**config.mk**
```make
export PLATFORM = sky130hd
export DESIGN_NAME = spi_word_deser_flat
export DESIGN_NICKNAME = d
export VERILOG_FILES = /design/src/rtl/spi_word_deser_pkg.sv /design/src/rtl/spi_word_deser_if.sv /design/src/rtl/sync2.sv /design/src/rtl/spi_word_deser.sv /design/src/flat_wrapper.sv
export SDC_FILE = /design/constraint.sdc
export NUM_CORES = 1
export LEC_CHECK = 0
export ABC_AREA = 1
export CAP_MARGIN = 30
export CORE_MARGIN = 2
export CORE_UTILIZATION = 58
export CTS_CLUSTER_SIZE = 14
export DETAILED_ROUTE_END_ITERATION = 12
export GPL_TIMING_DRIVEN = 0
export PLACE_DENSITY = 0.85
export SYNTH_ARGS = -nofsm -noshare
export SYNTH_HDL_FRONTEND = slang
export SYNTH_SLANG_ARGS = --single-unit
```
**constraint.sdc**
```tcl
create_clock -name sclk -period 3.6 [get_ports sclk]
set_clock_uncertainty 0.2 [all_clocks]
set_input_delay 0.72 -clock sclk [delete_from_list [all_inputs] [get_ports sclk]]
set_output_delay 0.72 -clock sclk [all_outputs]
set_load 0.01 [all_outputs]
```
**src/rtl/spi_word_deser_pkg.sv**
```systemverilog
// rtl/spi_word_deser_pkg.sv - shared analyzer types for the SPI word deserializer and trigger stage
// Purpose: FSM state encoding, default word width and a saturating counter helper.
// Ports: none (package).
package spi_word_deser_pkg;

  localparam int WORD_W_DEF = 32;
  localparam int CNT_W      = 16;

  typedef enum logic [0:0] {
    ST_IDLE  = 1'b0,
    ST_SHIFT = 1'b1
  } state_t;

  function automatic logic [CNT_W-1:0] sat_inc(input logic [CNT_W-1:0] v);
    return (v == {CNT_W{1'b1}}) ? v : v + {{(CNT_W-1){1'b0}}, 1'b1};
  endfunction

endpackage

```
**src/rtl/spi_word_deser_if.sv**
```systemverilog
// rtl/spi_word_deser_if.sv - SPI input pins and deserialized word outputs
// Purpose: groups the asynchronous SPI pins and the word-side outputs.
// Ports: spi_sck/spi_cs_n/spi_mosi (SPI side), word/word_valid/start/frame_err/word_cnt (result side).
//   master: drives the SPI pins, observes results. slave: the deserializer.
interface spi_word_deser_if
  import spi_word_deser_pkg::*;
#(
  parameter int WORD_W = WORD_W_DEF
);

  logic              spi_sck;
  logic              spi_cs_n;
  logic              spi_mosi;
  logic [WORD_W-1:0] word;
  logic              word_valid;
  logic              start;
  logic              frame_err;
  logic [CNT_W-1:0]  word_cnt;

  modport master (
    output spi_sck, spi_cs_n, spi_mosi,
    input  word, word_valid, start, frame_err, word_cnt
  );

  modport slave (
    input  spi_sck, spi_cs_n, spi_mosi,
    output word, word_valid, start, frame_err, word_cnt
  );

endinterface

```
**src/rtl/sync2.sv**
```systemverilog
// rtl/sync2.sv - two-flop synchronizer with configurable reset level
// Purpose: brings one asynchronous bit into the clk domain.
// Ports: clk, rst_n (sync active-low), d (async in), q (synchronized out).
module sync2 #(
  parameter logic RST_VAL = 1'b0
) (
  input  logic clk,
  input  logic rst_n,
  input  logic d,
  output logic q
);

  logic meta;

  always_ff @(posedge clk) begin
    if (!rst_n) begin
      meta <= RST_VAL;
      q    <= RST_VAL;
    end else begin
      meta <= d;
      q    <= meta;
    end
  end

endmodule

```
**src/rtl/spi_word_deser.sv**
```systemverilog
// rtl/spi_word_deser.sv - oversampling SPI slave that deserializes fixed-width words
// Purpose: samples SPI_SCK/CS_N/MOSI on sclk, shifts bits on the selected SCK edge,
//   emits completed words with a one-cycle valid, flags frames that end mid-word.
// Ports: sclk (oversampling clock), rst_n (sync active-low),
//   bus (slave modport): spi_sck/spi_cs_n/spi_mosi in; word, word_valid, start,
//   frame_err, word_cnt out.
module spi_word_deser
  import spi_word_deser_pkg::*;
#(
  parameter int WORD_W      = WORD_W_DEF,
  parameter int SAMPLE_EDGE = 0,
  parameter int MSB_FIRST   = 1
) (
  input  logic              sclk,
  input  logic              rst_n,
  spi_word_deser_if.slave   bus
);

  localparam int                BCNT_W   = (WORD_W > 1) ? $clog2(WORD_W) : 1;
  localparam logic [BCNT_W-1:0] LAST_BIT = BCNT_W'(WORD_W - 1);
  // SCK rests at the level it leaves on the sampling transition.
  localparam logic              SCK_IDLE = (SAMPLE_EDGE != 0) ? 1'b1 : 1'b0;

  logic cs_s, sck_s, mosi_s;
  logic sck_d, cs_d;
  logic [1:0] settle_cnt;
  logic settled;

  logic sample_edge, cs_fall, cs_rise;

  state_t state_q, state_d;

  logic shift_en, word_done, frame_clear, err_set;
  logic [BCNT_W-1:0] bits_next;

  logic [BCNT_W-1:0] bit_cnt_q;
  logic [WORD_W-1:0] shreg_q, shreg_next;
  logic [WORD_W-1:0] word_q;
  logic              word_valid_q;
  logic              frame_err_q;
  logic [CNT_W-1:0]  word_cnt_q;

  sync2 #(.RST_VAL(1'b1)) u_sync_cs (
    .clk(sclk), .rst_n(rst_n), .d(bus.spi_cs_n), .q(cs_s)
  );

  sync2 #(.RST_VAL(SCK_IDLE)) u_sync_sck (
    .clk(sclk), .rst_n(rst_n), .d(bus.spi_sck), .q(sck_s)
  );

  sync2 #(.RST_VAL(1'b0)) u_sync_mosi (
    .clk(sclk), .rst_n(rst_n), .d(bus.spi_mosi), .q(mosi_s)
  );

  assign settled = (settle_cnt == 2'd2);

  // cs_d holds 0 until the synchronizer has flushed its reset value, so a
  // CS_N that was already low across reset never looks like a fresh 1->0.
  always_ff @(posedge sclk) begin
    if (!rst_n) begin
      sck_d      <= SCK_IDLE;
      cs_d       <= 1'b0;
      settle_cnt <= 2'd0;
    end else begin
      sck_d <= sck_s;
      cs_d  <= settled ? cs_s : 1'b0;
      if (!settled) begin
        settle_cnt <= settle_cnt + 2'd1;
      end
    end
  end

  // The sampling transition is the one that moves SCK away from its idle level.
  assign sample_edge = (sck_s != sck_d) && (sck_s != SCK_IDLE);
  assign cs_fall     = cs_d & ~cs_s;
  assign cs_rise     = ~cs_d & cs_s;

  always_ff @(posedge sclk) begin
    if (!rst_n) begin
      state_q <= ST_IDLE;
    end else begin
      state_q <= state_d;
    end
  end

  always_comb begin
    state_d = state_q;
    case (state_q)
      ST_IDLE:  if (cs_fall) state_d = ST_SHIFT;
      ST_SHIFT: if (cs_rise) state_d = ST_IDLE;
      default:  state_d = ST_IDLE;
    endcase
  end

  // A completing edge in the same cycle as the deassert leaves bits_next at
  // zero, so that frame ends cleanly rather than as an error.
  always_comb begin
    shift_en    = 1'b0;
    word_done   = 1'b0;
    frame_clear = 1'b0;
    err_set     = 1'b0;
    bits_next   = bit_cnt_q;
    case (state_q)
      ST_IDLE: begin
        frame_clear = cs_fall;
      end
      ST_SHIFT: begin
        shift_en  = sample_edge;
        word_done = sample_edge && (bit_cnt_q == LAST_BIT);
        if (word_done) begin
          bits_next = '0;
        end else if (sample_edge) begin
          bits_next = bit_cnt_q + BCNT_W'(1);
        end
        err_set = cs_rise && (bits_next != '0);
      end
      default: ;
    endcase
  end

  always_comb begin
    shreg_next = shreg_q;
    if (MSB_FIRST != 0) begin
      shreg_next = {shreg_q[WORD_W-2:0], mosi_s};
    end else begin
      shreg_next = {mosi_s, shreg_q[WORD_W-1:1]};
    end
  end

  always_ff @(posedge sclk) begin
    if (!rst_n) begin
      bit_cnt_q    <= '0;
      shreg_q      <= '0;
      word_q       <= '0;
      word_valid_q <= 1'b0;
      frame_err_q  <= 1'b0;
      word_cnt_q   <= '0;
    end else begin
      word_valid_q <= word_done;
      frame_err_q  <= err_set;
      if (frame_clear) begin
        bit_cnt_q  <= '0;
        word_cnt_q <= '0;
      end else if (shift_en) begin
        bit_cnt_q <= bits_next;
        shreg_q   <= shreg_next;
        if (word_done) begin
          word_q     <= shreg_next;
          word_cnt_q <= sat_inc(word_cnt_q);
        end
      end
    end
  end

  assign bus.word       = word_q;
  assign bus.word_valid = word_valid_q;
  assign bus.start      = ~cs_s;
  assign bus.frame_err  = frame_err_q;
  assign bus.word_cnt   = word_cnt_q;

endmodule

```
**src/flat_wrapper.sv**
```systemverilog
// flat-port wrapper written by rule: the top's interface ports become plain ports
module spi_word_deser_flat import spi_word_deser_pkg::*;
#(
  parameter int WORD_W      = WORD_W_DEF,
  parameter int SAMPLE_EDGE = 0,
  parameter int MSB_FIRST   = 1
)
  (sclk, rst_n, bus_spi_sck, bus_spi_cs_n, bus_spi_mosi, bus_word, bus_word_valid, bus_start, bus_frame_err, bus_word_cnt);
  spi_word_deser_if #(.WORD_W(WORD_W)) bus_i ();
  input  logic sclk;
  input  logic rst_n;
  input wire logic [$bits(bus_i.spi_sck)-1:0] bus_spi_sck;
  input wire logic [$bits(bus_i.spi_cs_n)-1:0] bus_spi_cs_n;
  input wire logic [$bits(bus_i.spi_mosi)-1:0] bus_spi_mosi;
  output wire logic [$bits(bus_i.word)-1:0] bus_word;
  output wire logic [$bits(bus_i.word_valid)-1:0] bus_word_valid;
  output wire logic [$bits(bus_i.start)-1:0] bus_start;
  output wire logic [$bits(bus_i.frame_err)-1:0] bus_frame_err;
  output wire logic [$bits(bus_i.word_cnt)-1:0] bus_word_cnt;
  assign bus_i.spi_sck = bus_spi_sck;
  assign bus_i.spi_cs_n = bus_spi_cs_n;
  assign bus_i.spi_mosi = bus_spi_mosi;
  assign bus_word = bus_i.word;
  assign bus_word_valid = bus_i.word_valid;
  assign bus_start = bus_i.start;
  assign bus_frame_err = bus_i.frame_err;
  assign bus_word_cnt = bus_i.word_cnt;
  spi_word_deser #(.WORD_W(WORD_W), .SAMPLE_EDGE(SAMPLE_EDGE), .MSB_FIRST(MSB_FIRST)) u_core (.sclk(sclk), .rst_n(rst_n), .bus(bus_i));
endmodule
```
==> results of run 1 <==
==> kinds of logic (layout without fill, tap and decap cells) <==
kind of cell,after synthesis,in the layout
buf+inv,57,128
fa+ha+maj,4,4
xor+xnor,5,5
flops,97,97
simple gates,242,242
compound gates,106,106
==> layout make-up <==
cell class              count  area [um2]  area share (%)
clock buffers              10       127.6           2.746
flip-flops and latches     97        1942           41.79
plain buffers              23       103.9           2.235
clock inverters             6       67.56           1.454
repair buffers             55       550.5           11.85
inverters                  34       127.6           2.746
multi-input cells         357        1632           35.11
well taps                  77       96.34           2.073
==> flip-flops by register name (all words and copies together) (netlist names), 2 cells and up <==
register / count
u_core.bit_cnt_q: 5
u_core.bus.word_cnt: 16
u_core.bus.word: 32
u_core.shreg_q: 31
u_core.settle_cnt: 2
==> where the power goes <==
part | switching (W) | total, W | internal (W)
Clock | 0.000384 | 0.000708 | 0.000324
Sequential | 0.00000677 | 0.00109 | 0.00109
Combinational | 0.0000397 | 0.0000613 | 0.0000216
==> how the worst max path moves through the flow <==
| stage | startpoint | endpoint | slack (ps) | depth (start not counted) |
|---|---|---|---|---|
| floorplan | u_core.bus.word_cnt[0] | u_core.bus.word_cnt[2] | 1680 | 9 |
| global placement | rst_n | u_core.settle_cnt[1] | 1050 | 5 |
| detailed placement | rst_n | u_core.settle_cnt[1] | 1000 | 5 |
| CTS | u_core.bus.word_cnt[0] | bus_word_cnt[0] | 1230 | 1 |
| global route | u_core.bit_cnt_q[0] | u_core.bus.word_cnt[10] | 1170 | 11 |
| finish | u_core.bus.word_cnt[0] | bus_word_cnt[0] | 1240 | 1 |
==> per-stage QoR <==
stage | hold slack, ps | total power (W)
global route | 256.8 | 0.001919
finish | 224.6 | 0.001862
detailed placement | 206.9 | 0.001179
CTS | 229.2 | 0.001868
floorplan | 190.5 | 0.001158
global placement | 192.3 | 0.001174
==> synthesized netlist by cell type <==
master | number | area [um2]
nor2_2 | 1 | 6.260
xor2_1 | 5 | 43.79
inv_1 | 30 | 112.6
dfxtp_1 | 97 | 1942
nor2_1 | 82 | 307.8
and3_1 | 1 | 6.260
buf_4 | 1 | 7.510
o21ai_0 | 45 | 225.2
nand3b_1 | 2 | 15.01
nand2_4 | 1 | 11.26
nand4_1 | 5 | 31.28
clkinv_1 | 2 | 7.510
clkbuf_1 | 15 | 56.30
o21ai_1 | 4 | 20.02
nand2_1 | 126 | 473.0
o21ai_2 | 1 | 8.760
nand3_1 | 18 | 90.09
nor3_1 | 1 | 5.000
buf_2 | 5 | 25.02
o211ai_1 | 1 | 7.510
a21oi_1 | 55 | 275.3
inv_2 | 2 | 7.510
buf_6 | 1 | 11.26
ha_1 | 4 | 50.05
nor2_8 | 1 | 20.02
buf_1 | 1 | 3.750
or2_2 | 2 | 12.51
nor2_4 | 2 | 22.52
==> layer usage <==
metal	vias up	track usage (%)	wire length, um
met5	-	0	0
met4	0	10.82	159
met3	16	3.599	385
met2	95	38.35	4052
met1	1622	30.91	3781
li1	1763	-	-
==> impl_metrics.tcl, run 1 <==
set metrics [dict create \
    crit_slowest_cell "clkdlybuf4s50_1" \
    synth_compound_area_share_pct 14.11 \
    clkLatencyLatePin_ps 360 \
    viasPerCell 5.305 \
    fillCellCount 488 \
    hold_path_class "reg2reg" \
    reg2reg_to "u_core.bus.word[29]" \
    ff2ff_setup_slack_ps 1330 \
    worst_slew_pin_slew_ps 517.2 \
    path_buf_inv 1 \
    rsz0062_at_grt "false" \
    cp.arrival_ps 1440 \
    cts-root-buf "clkbuf_8" \
    max_freq_ghz 0.4229 \
    cts_setup_buffers 0 \
    drc 0 \
    finalCriticalPeriod_ps 2365 \
    layout_commonest_cell "nand2_1" \
    synth_xor_area_share_pct 1.151 \
    n_antenna_cell 0 \
    synthSimpleGateAreaFrac_pct 26.31 \
    cap_violations 0 \
    fin_area_mm2 0.004647 \
    peakVddDrop_mv 0.2608 \
    grt_pass1_wl_um 14020 \
    placed_area_mm2 0.004452 \
    wl_per_cell_um 12.71 \
    core_mm2 0.006350 \
    synth_seq_cells 97 \
    end_kind "primary output" \
    seq_area_frac_synth_pct 51.04 \
    num_rows 29 \
    grtUsageTotal_pct 23.55 \
    min_from "u_core.u_sync_cs.meta" \
    post-place-cells 643 \
    setup_ws_ps 1235 \
    max_slew_margin_pct 65.52 \
    synth.avg_cell_area_um2 7.446 \
    hpwl_um 5763 \
    synthCells 511 \
    areaGrowthSynthToFinish_pct 22.13 \
    io-pin-count 56 \
    drt_first_pass_iters 4 \
    critPathKind "reg2out" \
    drive_above_1_share_pct 5.498 \
    ant_nets 0 \
    r2r_cells 10 \
    die_area_mm2 0.007224 \
    cts_htree_levels 3 \
    cts_buffers 9 \
    io_buffers 55 \
    path_cells "clkdlybuf4s50_1" \
    drt_iter0_drc 157 \
    final_cell_mix "nand2_1 (126), dfxtp_1 (97), nor2_1 (82), a21oi_1 (55), clkdlybuf4s50_1 (55)" \
    power_density_mw_per_mm2 400.8 \
    p_leak_nw 1.820 \
    finalSetupTns_ps 0 \
    synthAdderAreaFrac_pct 1.315 \
    grt_max_degree 17 \
    slowest_delay_ps 610 \
    grt_pass1_vias 3205 \
    place_ws_ps 1001 \
    final_nets 586 \
    clock_sinks 97 \
    hold_buffers 0 \
    finalHoldViolCount 0 \
    die_x_um 85.00 \
    setup_viol 0 \
    critPathLaunchType "register" \
    layoutNonFillerInstCount 659 \
    synth_top_family_by_area "simple AND/OR/NAND/NOR gates" \
    min_path_cells 1 \
    num_vias 3496 \
    place_congestion 0.8448 \
    yosysWarningCount 0 \
    cts_resized 0 \
    worstPathRequired_ps 2680 \
    syn_nets 520 \
    syn-cell-area_mm2 0.003805 \
    routed_wl_um 8379 \
    slew_viol_final 0 \
    finalCritPeriodShare_pct 65.68 \
    clk_pin_slew_worst_paths_ps 90 \
    post-route-util_pct 73.18 \
    outcome "completed" \
    synth.distinct_cells 28 \
    cts_buffer_depth 2 \
    initial_utilization_pct 59.92 \
    holdPathEnd "u_core.u_sync_cs.q" \
    cts_tree "built" \
    crit_family "buffers and inverters" \
    rr_startpoint "u_core.bit_cnt_q[0]" \
    overflow 0 \
    synthMuxAreaShare_pct 0 \
    die_y_um 85.00 \
    crit_fanout 7 \
    antenna_found_initial 0 \
]
Note: power is estimated with default switching activity, not from simulation.
==> inputs of run 2 (changes only) <==
CORE_UTILIZATION = 53   (was 58)
PLACE_DENSITY = 0.78   (was 0.85)
clock period = 2.4 ns   (was 3.6 ns; I/O delays follow)
==> run 2 against run 1 <==
- via count is 1.6% lower
- combinational power is 50% higher
- largest power group unchanged
- flip-flop and latch count stayed put
- setup slack got worse by 1000 ps
- worst hold slack lost 3.3 ps
- total power up 55%
- global-route usage down 1.1 points
- die area increased by 9.0%
- sequential share of layout area shrank 0.52 points
- utilization down 4.6 points
- critical endpoint is now u_core.bus.word_cnt[5]
- first-iteration DRC count increased by 5.7%
==> impl_metrics.tcl, run 2 (synthesis gave the netlist of run 1 again) <==
set metrics [dict create \
    outcome "completed" \
    rsz0062_at_grt "false" \
    clock_sinks 97 \
    critPathLaunchType "register" \
    drc 0 \
    hold_buffers 0 \
    fillCellCount 585 \
    largest_reg_flops 32 \
    power.total_w 0.002884 \
    slew_viol_final 0 \
    drive_above_1_share_pct 6.014 \
    routed_wl_um 8020 \
    path_cells "ha_1 -> nand2_1 -> nor2_1 -> ha_2 -> inv_1 -> nor2_4 -> inv_2 -> nor2_8 -> buf_6 -> nand2_1 -> a21oi_1" \
    initial_utilization_pct 55.39 \
    crit_slowest_cell "dfxtp_1" \
    die_x_um 88.73 \
    met2_usage_pct 35.69 \
    grtUsageTotal_pct 22.43 \
    max_slew_margin_pct 67.78 \
    io-pin-count 56 \
    drt_iter0_drc 166 \
    worst_slew_pin_slew_ps 483.4 \
    p_leak_nw 1.835 \
    grt_pass1_vias 3104 \
    hpwl_um 5691 \
    max_freq_ghz 0.4564 \
    cp.arrival_ps 2270 \
    layoutNonFillerInstCount 678 \
    core_mm2 0.006869 \
    setup_viol 0 \
    post-place-cells 662 \
    ant_nets 0 \
    crit_family "simple AND/OR/NAND/NOR gates" \
    final_nets 586 \
    num_vias 3441 \
    slowest_delay_ps 370 \
    cts_buffers 9 \
    place_ws_ps 63.00 \
    use_met1_pct 29.87 \
    finalHoldViolCount 0 \
    whs_ps 221.2 \
    clkLatencyLatePin_ps 350 \
    setup_ws_ps 208.8 \
    cts-root-buf "clkbuf_8" \
    finalSetupTns_ps 0 \
    die_area_mm2 0.007873 \
    viasPerCell 5.075 \
    peakVddDrop_mv 0.4893 \
    die_y_um 88.73 \
    grt_max_degree 16 \
    cts_setup_buffers 0 \
    hold_path_class "reg2reg" \
    cap_violations 0 \
    grt_pass1_wl_um 13910 \
    finalCritPeriodShare_pct 91.30 \
    io_buffers 55 \
    path_common_cell "nand2_1" \
    place_congestion 0.8286 \
    antenna_found_initial 0 \
    met3_usage_pct 4.757 \
    clk_pin_slew_worst_paths_ps 90 \
    wl_per_cell_um 11.83 \
    num_rows 30 \
    power_density_mw_per_mm2 612.4 \
    path_buf_inv 3 \
    worstPathRequired_ps 2480 \
    cts_tree "built" \
    overflow 0 \
    critPathKind "reg2reg" \
    areaGrowthSynthToFinish_pct 23.74 \
    drt_first_pass_iters 4 \
    finalCriticalPeriod_ps 2191 \
    crit_fanout 10 \
    layout_commonest_cell "nand2_1" \
    end_kind "register" \
    final_cell_mix "nand2_1 (126), dfxtp_1 (96), nor2_1 (82), a21oi_1 (55), clkdlybuf4s50_1 (55)" \
    busiest_layer "met2" \
    n_antenna_cell 0 \
    cts_buffer_depth 2 \
    cts_htree_levels 3 \
]
==> run 2: cell count changes in the layout (fill, tap and decap cells not counted), sizes merged <==
cell      previous run  this run
buf                  8         5
bufinv               1         2
clkbuf              25        30
clkinv               4         3
clkinvlp             2         1
inv                 33        32
==> run 2: stage by stage <==
| stage | util (%) | area (um2) |
|---|---|---|
| after floorplan | - | 3805 |
| after global placement | 65.15 | 4476 |
| after detailed placement | 65.15 | 4476 |
| after CTS | 68.38 | 4697 |
| after global routing | 68.54 | 4708 |
| final | 68.54 | 4708 |
==> run 2: worst register-to-register path, cell delays in order, from the launching register on <==
cell     delay (ps)
dfxtp_1         370
ha_1            210
nand2_1          60
nor2_1          110
ha_2            220
inv_1           100
nor2_4          180
inv_2           130
nor2_8          190
buf_6           170
nand2_1          60
a21oi_1         110
==> run 2: per-layer routing <==
layer	vias to the layer above	share of wire, %	wire (um)
met5	-	0	0
met4	0	2.4	193
met3	18	4.2	338
met2	71	47	3779
met1	1581	46	3708
li1	1771	-	-
==> run 2: power breakdown <==
part           internal [W]  switching, W  total (W)
Sequential          0.00163    0.00000921    0.00164
Combinational     0.0000326     0.0000591  0.0000917
Clock              0.000619      0.000535    0.00115
Total               0.00228      0.000604    0.00288
==> run 2: area by class of cell <==
cell class	count	area [um2]	share of cell area, %
tap	96	120.1	2.551
sequential	97	1943	41.27
clock inverter	4	76.32	1.621
buffer	23	111.4	2.365
inverter	34	127.6	2.711
clock buffer	12	145.1	3.083
timing repair buffer	55	550.5	11.69
multi-input combinational	357	1634	34.71
==> run 2: final timing paths <==
check / from / to / slack [ps] / cells after the start
worst min register to register: u_core.u_sync_mosi.meta / u_core.u_sync_mosi.q / 220 / 2
worst max register to register: u_core.bit_cnt_q[1] / u_core.bus.word_cnt[5] / 210 / 11
worst max-delay path: u_core.bit_cnt_q[1] / u_core.bus.word_cnt[5] / 210 / 11
worst min-delay path: u_core.u_sync_mosi.meta / u_core.u_sync_mosi.q / 220 / 2
==> run 2: repair_timing <==
action	CTS	global route
gates resized for setup	0	7
setup endpoints to repair	0	30
hold endpoints to repair	0	0
